==> config.mk <==
export PLATFORM = sky130hd
export DESIGN_NAME = pwm_meas
export DESIGN_NICKNAME = d
export VERILOG_FILES = /design/src/rtl/pwm_meas.sv
export SDC_FILE = /design/constraint.sdc
export NUM_CORES = 1
export LEC_CHECK = 0
export BUFFER_PORTS_ARGS = -buffer_cell sky130_fd_sc_hd__buf_2
export CELL_PAD_IN_SITES_DETAIL_PLACEMENT = 0
export CELL_PAD_IN_SITES_GLOBAL_PLACEMENT = 1
export CORE_UTILIZATION = 35
export DETAILED_ROUTE_END_ITERATION = 7
export PLACE_DENSITY = 0.71
export SYNTH_ARGS = -nofsm -noshare
export SYNTH_HDL_FRONTEND = slang
export SYNTH_SLANG_ARGS = --single-unit
==> constraint.sdc <==
create_clock -name clk -period 3.6 [get_ports clk]
set_clock_uncertainty 0.1 [all_clocks]
set_input_delay 0.72 -clock clk [delete_from_list [all_inputs] [get_ports clk]]
set_output_delay 0.72 -clock clk [all_outputs]
set_load 0.02 [all_outputs]
==> src/rtl/pwm_meas.sv <==
// PWM width/period measurement block with a small register interface.
// Captures {period, width} in prescaled ticks between successive start edges.
module pwm_meas #(
    parameter int unsigned SYNC_STAGES = 3
) (
    input  logic        clk,
    input  logic        rst_n,
    input  logic [7:0]  waddr_i,
    input  logic [31:0] data_i,
    input  logic [3:0]  sel_i,
    input  logic        we_i,
    input  logic [7:0]  raddr_i,
    input  logic        rd_i,
    output logic [31:0] data_o,
    input  logic        pwm_i,
    output logic        irq_meas
);

    typedef enum logic [1:0] {
        S_IDLE  = 2'd0,
        S_WAIT  = 2'd1,
        S_ACT   = 2'd2,
        S_INACT = 2'd3
    } state_t;

    state_t                 state_q, state_d;
    logic [SYNC_STAGES-1:0] sync_q;
    logic                   en_q, en_d, pol_q, pol_d, oneshot_q, oneshot_d, irq_en_q, irq_en_d;
    logic [15:0]            div_q, div_d, tmo_lim_q, tmo_lim_d;
    logic [15:0]            cnt_q, cnt_d, div_cnt_q, div_cnt_d, pend_q, pend_d;
    logic [31:0]            result_q, result_d, data_q, data_d;
    logic                   valid_q, valid_d, ovr_q, ovr_d, tmo_q, tmo_d;
    logic                   irq_q, irq_d;
    logic                   set_valid, set_tmo;
    logic                   wr_ctrl, wr_stat, wr_tmo;
    logic                   act_cur, act_prev, start_e, end_e, tick;
    logic [15:0]            cnt_inc, meas;
    logic                   unused_sel;

    assign unused_sel = ^sel_i;

    assign wr_ctrl = we_i && (waddr_i == 8'h00);
    assign wr_stat = we_i && (waddr_i == 8'h04);
    assign wr_tmo  = we_i && (waddr_i == 8'h0C);

    // The older of the last two synchronizer stages acts as the previous sample.
    assign act_cur  = sync_q[SYNC_STAGES-2] ^ pol_q;
    assign act_prev = sync_q[SYNC_STAGES-1] ^ pol_q;
    assign start_e  = act_cur & ~act_prev;
    assign end_e    = ~act_cur & act_prev;

    assign tick    = (state_q != S_IDLE) && (div_cnt_q >= div_q);
    assign cnt_inc = (cnt_q == 16'hFFFF) ? cnt_q : cnt_q + 16'd1;
    assign meas    = tick ? cnt_inc : cnt_q;

    always_comb begin
        state_d   = state_q;
        en_d      = en_q;
        pol_d     = pol_q;
        oneshot_d = oneshot_q;
        irq_en_d  = irq_en_q;
        div_d     = div_q;
        tmo_lim_d = tmo_lim_q;
        cnt_d     = cnt_q;
        div_cnt_d = div_cnt_q;
        pend_d    = pend_q;
        result_d  = result_q;
        set_valid = 1'b0;
        set_tmo   = 1'b0;

        if (state_q != S_IDLE) begin
            if (tick) begin
                div_cnt_d = '0;
                cnt_d     = cnt_inc;
            end else begin
                div_cnt_d = div_cnt_q + 16'd1;
            end
        end

        case (state_q)
            S_IDLE: if (en_q) state_d = S_WAIT;
            S_WAIT: begin
                if (start_e) begin
                    state_d   = S_ACT;
                    cnt_d     = '0;
                    div_cnt_d = '0;
                end
            end
            S_ACT: begin
                if (cnt_q >= tmo_lim_q) begin
                    set_tmo = 1'b1;
                    state_d = S_WAIT;
                end else if (end_e) begin
                    pend_d  = meas;
                    state_d = S_INACT;
                end
            end
            S_INACT: begin
                if (cnt_q >= tmo_lim_q) begin
                    set_tmo = 1'b1;
                    state_d = S_WAIT;
                end else if (start_e) begin
                    result_d  = {meas, pend_q};
                    set_valid = 1'b1;
                    cnt_d     = '0;
                    div_cnt_d = '0;
                    if (oneshot_q) begin
                        en_d    = 1'b0;
                        state_d = S_IDLE;
                    end else begin
                        state_d = S_ACT;
                    end
                end
            end
            default: state_d = S_IDLE;
        endcase

        // A disabling CTRL write overrides any measurement event in the same cycle.
        if (wr_ctrl) begin
            en_d      = data_i[0];
            pol_d     = data_i[1];
            oneshot_d = data_i[2];
            irq_en_d  = data_i[3];
            div_d     = data_i[31:16];
            if (!data_i[0]) begin
                state_d   = S_IDLE;
                cnt_d     = '0;
                div_cnt_d = '0;
                pend_d    = '0;
                result_d  = result_q;
                set_valid = 1'b0;
                set_tmo   = 1'b0;
            end
        end
        if (wr_tmo) tmo_lim_d = data_i[15:0];

        valid_d = (valid_q & ~(wr_stat & data_i[0])) | set_valid;
        ovr_d   = (ovr_q   & ~(wr_stat & data_i[1])) | (set_valid & valid_q);
        tmo_d   = (tmo_q   & ~(wr_stat & data_i[2])) | set_tmo;
        irq_d   = irq_en_q & (set_valid | set_tmo);

        data_d = data_q;
        if (rd_i) begin
            case (raddr_i)
                8'h00:   data_d = {div_q, 12'd0, irq_en_q, oneshot_q, pol_q, en_q};
                8'h04:   data_d = {27'd0, state_q, tmo_q, ovr_q, valid_q};
                8'h08:   data_d = result_q;
                8'h0C:   data_d = {16'd0, tmo_lim_q};
                default: data_d = '0;
            endcase
        end
    end

    always_ff @(posedge clk or negedge rst_n) begin
        if (!rst_n) begin
            state_q   <= S_IDLE;
            sync_q    <= '0;
            en_q      <= 1'b0;
            pol_q     <= 1'b0;
            oneshot_q <= 1'b0;
            irq_en_q  <= 1'b0;
            div_q     <= '0;
            tmo_lim_q <= '1;
            cnt_q     <= '0;
            div_cnt_q <= '0;
            pend_q    <= '0;
            result_q  <= '0;
            valid_q   <= 1'b0;
            ovr_q     <= 1'b0;
            tmo_q     <= 1'b0;
            irq_q     <= 1'b0;
            data_q    <= '0;
        end else begin
            state_q   <= state_d;
            sync_q    <= {sync_q[SYNC_STAGES-2:0], pwm_i};
            en_q      <= en_d;
            pol_q     <= pol_d;
            oneshot_q <= oneshot_d;
            irq_en_q  <= irq_en_d;
            div_q     <= div_d;
            tmo_lim_q <= tmo_lim_d;
            cnt_q     <= cnt_d;
            div_cnt_q <= div_cnt_d;
            pend_q    <= pend_d;
            result_q  <= result_d;
            valid_q   <= valid_d;
            ovr_q     <= ovr_d;
            tmo_q     <= tmo_d;
            irq_q     <= irq_d;
            data_q    <= data_d;
        end
    end

    assign data_o   = data_q;
    assign irq_meas = irq_q;

endmodule

Word-level counts from Yosys, hierarchy flattened --
Cells that the tools add are included.
Operators by class: $lt $le $gt $ge 2, muxes and demuxes 50, reductions and logical operators 13, add/subtract/negate cells 2, equality and inequality tests 11, bitwise gates (word level) 21
Operators by type and width (number):
- 2-to-1 mux 16 bit | 18
- 2-to-1 mux 32 bit | 5
- one-hot mux 32 bit (4 select lines) | 1
- one-hot mux 16 bit (2 select lines) | 2
- adder 16 x 1 -> 16 bit, second input constant | 2
- greater-or-equal comparator 16 bit | 2
- == test 8 x 4 -> 1 bit, second input constant | 3
- 2-to-1 mux 2 bit | 9
- == test 16 bit, second input constant | 1
- == test 8 x 3 -> 1 bit, second input constant | 2
- logical NOT 8 bit | 2
- 2-to-1 mux 1 bit | 14
- AND 1 bit | 10
- one-hot mux 2 bit (4 select lines) | 1
- nonzero test 2 bit | 4
- NOT 1 bit | 5
- == test 2 bit, second input constant | 2
- logical AND 1 bit | 4
- != test 2 bit, second input constant | 2
- bitwise OR 1 bit | 4
- AND reduction 4 bit | 1
- == test 2 x 1 -> 1 bit, second input constant | 1
- logical NOT 2 bit | 1
- OR reduction 2 bit | 1
- bitwise XOR 1 bit | 2
Word-level totals: output and inout port bits 33, bits in registers 157

Longest topological paths before layout --
word-level depth 10, mapped depth 11

Worst setup path before layout --
Ideal clock, no wire load.
kind reg2reg, start point register tmo_lim_q[15], end point register result_q[10], required time 3.375 ns, cell stages (with the launch flop) 11, path buffers 2, arrival 2.568 ns, slack 0.807 ns, clock period less this slack 2.793 ns, library setup time 0.125 ns, path through dfstp_2 > inv_1 > ha_1 > nand3_1 > or3_1 > or4_1 > o211ai_2 > buf_6 > nor2_4 > buf_6 > mux2_4
On the way: longest elaborated chain between the ends 5
Ends and longest elaborated chain:
- start, declared | line 29 | logic [15:0] div_q, div_d, tmo_lim_q, tmo_lim_d;
- start signal, assigned | line 181 | tmo_lim_q <= tmo_lim_d;
- greater-or-equal comparator 16 bit * | line 99 | if (cnt_q >= tmo_lim_q) begin
- 2-to-1 mux 32 bit * | line 99
- 2-to-1 mux 32 bit * | line 80 | case (state_q)
- 2-to-1 mux 32 bit | line 125 | if (!data_i[0]) begin
- 2-to-1 mux 32 bit * | line 119 | if (wr_ctrl) begin
- end signal, assigned | line 185 | result_q <= result_d;
- end, declared | line 31 | logic [31:0] result_q, result_d, data_q, data_d;
Mark *: on every way between the ends. The rest lies on a longest branch, timed or not. The select of a mux whose other input is x is not followed. A chain may end at the register's enable or synchronous reset.

Worst setup path after layout --
start point register tmo_lim_q[15], end point register div_cnt_q[9]
On the way: longest elaborated chain between the ends 5
Ends and longest elaborated chain:
- greater-or-equal comparator 16 bit * | line 99
- 2-to-1 mux 16 bit * | line 99
- one-hot mux 16 bit (2 select lines) * | line 80
- 2-to-1 mux 16 bit | line 125
- 2-to-1 mux 16 bit * | line 119
- net div_cnt_d[9] | line 30 | logic [15:0] cnt_q, cnt_d, div_cnt_q, div_cnt_d, pend_q, pend_d;
- end signal, assigned | line 183 | div_cnt_q <= div_cnt_d;
- end, declared | line 30
Mark *: on every way through the listed nets, which the timed path passes. The rest lies on a longest branch.

==> metrics <==
htree depth=4; Clock Path Buffers=2; R2R cell count=11; largest net degree at the start of global routing=72; Setup Crit Path Kind=register to register; Post-CTS Setup Repair Bufs=0; Reg-to-Reg Start=tmo_lim_q[15]; top cells by area, synth=dfrtp_1 (46%), mux2_2 (6.0%), ha_1 (5.6%); DP HPWL=13,100 um; Crit. End Element=register; EDFF count, synth=0; # IOs=90; Yosys top cell by area=dfrtp_1; Synth Instances=676; endpoints failing setup=0; synthesized area per cell=11.3 um2; crit path max fanout=32; sequential area share after synthesis=51.5%; synthesis-stage register bit count=157; Slew HR=55.7%; Tcrit/Tclk final=94.5%; R2R setup slack=0.20 ns; minimum clock period=3.40 ns; Die Span X=150 um; multi-input logic area=0.00340 mm2; most frequent CP cell=buf_4; initial detailed-routing violation count=229; CP bufs+invs=3; R2R Path End=div_cnt_q[9]; status=finished clean; startpoint types=register; post-synth top area share=46.1%; crit-path cells=inv_1, ha_1, nand3_1, or3_1, or4_1, o211ai_2, buf_4, and3_1, nor2_2, buf_4, nor3_1; mapped cell area=0.00766 mm2; Peak VDD IR=0.299 mV; FILL cells=2,072; synth cell count leaders=dfrtp_1 (141), nor2_1 (57), inv_1 (42); synth warn=0; crit-path max cell delay=0.57 ns; Worst path slowest cell=or4_1; leakage=4.17 nW; gr ovfl total=0; GP Congestion=0.814; RSZ-0062 raised after global routing=no; Global Route Usage Sum=17.2%; final core utilization=42.6%; vias in the first global route=5,464; Die ar.=0.0225 mm2; via count=5,430; layout cell share with drive strength beyond 1=29.4%; synth-to-layout area growth=18.1%; Ant. Diodes=0; clock tree sinks=157; cts repair resizes=0; Cell variety after synth=58; CP Data Arrival Time=3.63 ns; die height=150 um; Reg area=0.00395 mm2; Clk pin slew, worst setup/hold paths=0.06 ns; Post-DRT Antenna Nets=0; final hold vios=0; DRC=0; fmax=0.294 GHz; Hold WC Path Type=input port to asynchronous set/reset pin; area of the core=0.0212 mm2; IO Port Bufs=85; Data required, critical path=3.83 ns; DR vias/cell=5.11; cts bufs inserted=17; most common cell in the netlist=dfrtp_1; Starting Density=36.1%; CTS tree=yes; Root Buffer=clkbuf_16; routed length per instance=17.0 um; drt total wl=18,000 um; P per Cell Area=561 mW/mm2; Hold Buf Count CTS=0; first-pass GRT wire length=29,300 um; ys async rst share=100%; max cap viols=0; first-pass detailed-route iteration total=5; Synth Net Count=767; # rows=53; initial antenna violation count=0; max-slew violations=0; Crit path max-delay family=simple AND/OR/NAND/NOR gates; nets=866; clk_lat worst skew=0.43 ns; worst slew pin tran=0.664 ns; final setup TNS=0 ns; Top FF cell, synth=dfrtp_1
==> cell usage in the layout, fill, tap and decap left out, types with 20 or more instances in the layout <==
cell type,count
buf_2,84
dfrtp_1,141
buf_4,24
o2bb2ai_1,27
o21ai_0,21
nand2_1,28
nor2_1,57
nor3_1,23
a21oi_1,29
inv_1,42
nand3_1,20
mux2_2,41
ha_1,34
==> layer usage <==
| metal | wire length [um] | up-vias | global-route usage [%] |
|---|---|---|---|
| met5 | 0 | - | 0 |
| met4 | 221 | 0 | 5.30 |
| met2 | 8650 | 97 | 28.0 |
| met1 | 8570 | 2687 | 22.8 |
| li1 | - | 2635 | - |
| met3 | 610 | 11 | 3.72 |
==> kinds of logic after synthesis <==
family	share of synthesized area (%)
AND/OR/NAND/NOR	11.0
flip-flops	51.5
AO/OA/AOI/OAI	13.2
buffers and inverters	4.25
multiplexers	11.5
adder cells (fa/ha/maj)	5.55
XOR/XNOR	2.97
==> stage by stage <==
| stage | setup WS, ns | power [mW] | hold WS [ns] | area [um2] | cells |
|---|---|---|---|---|---|
| 2_1_floorplan | 0.807 | 2.97 | 0.231 | 7660 | 676 |
| 3_3_place_gp | 0.348 | 3.36 | 0.244 | 8480 | 1031 |
| 3_5_place_dp | 0.270 | 3.38 | 0.239 | 8480 | 1031 |
| 4_1_cts | 0.191 | 5.14 | 0.216 | 9050 | 1062 |
| 5_1_grt | 0.0411 | 5.36 | 0.228 | 9050 | 1062 |
| 6_report | 0.197 | 5.08 | 0.184 | 9050 | 1062 |
==> sequential cells by signal, summed over array words and instances (netlist names) <==
name / flops
pol_q: 1
oneshot_q: 1
en_q: 1
tmo_q: 1
irq_en_q: 1
ovr_q: 1
div_q: 16
tmo_lim_q: 16
valid_q: 1
result_q: 32
pend_q: 16
irq_meas: 1
cnt_q: 16
sync_q: 3
div_cnt_q: 16
data_o: 32
state_q: 2
==> power breakdown <==
part           switching (mW)  internal (mW)
clock network           0.720           1.02
registers               0.213           2.03
logic                   0.623          0.472
==> worst max-delay path by stage <==
stage / startpoint / cells past startpoint / endpoint / slack, ns
CTS: tmo_lim_q[15] / 11 / div_cnt_q[9] / 0.19
detailed placement: tmo_lim_q[15] / 11 / div_cnt_q[9] / 0.27
global route: tmo_lim_q[15] / 11 / div_cnt_q[9] / 0.04
global placement: tmo_lim_q[15] / 11 / div_cnt_q[4] / 0.35
finish: tmo_lim_q[15] / 11 / div_cnt_q[9] / 0.20
floorplan: tmo_lim_q[15] / 10 / result_q[10] / 0.81
==> cell type report <==
class                      instances  share of cell area, %
clock buffer                      21                   5.31
clock inverter                    10                  0.968
tap                              275                   3.80
sequential                       157                   43.6
timing repair buffer             110                   6.98
multi-input combinational        447                   37.5
inverter                          42                   1.74
(Power assumes the default switching activity.)
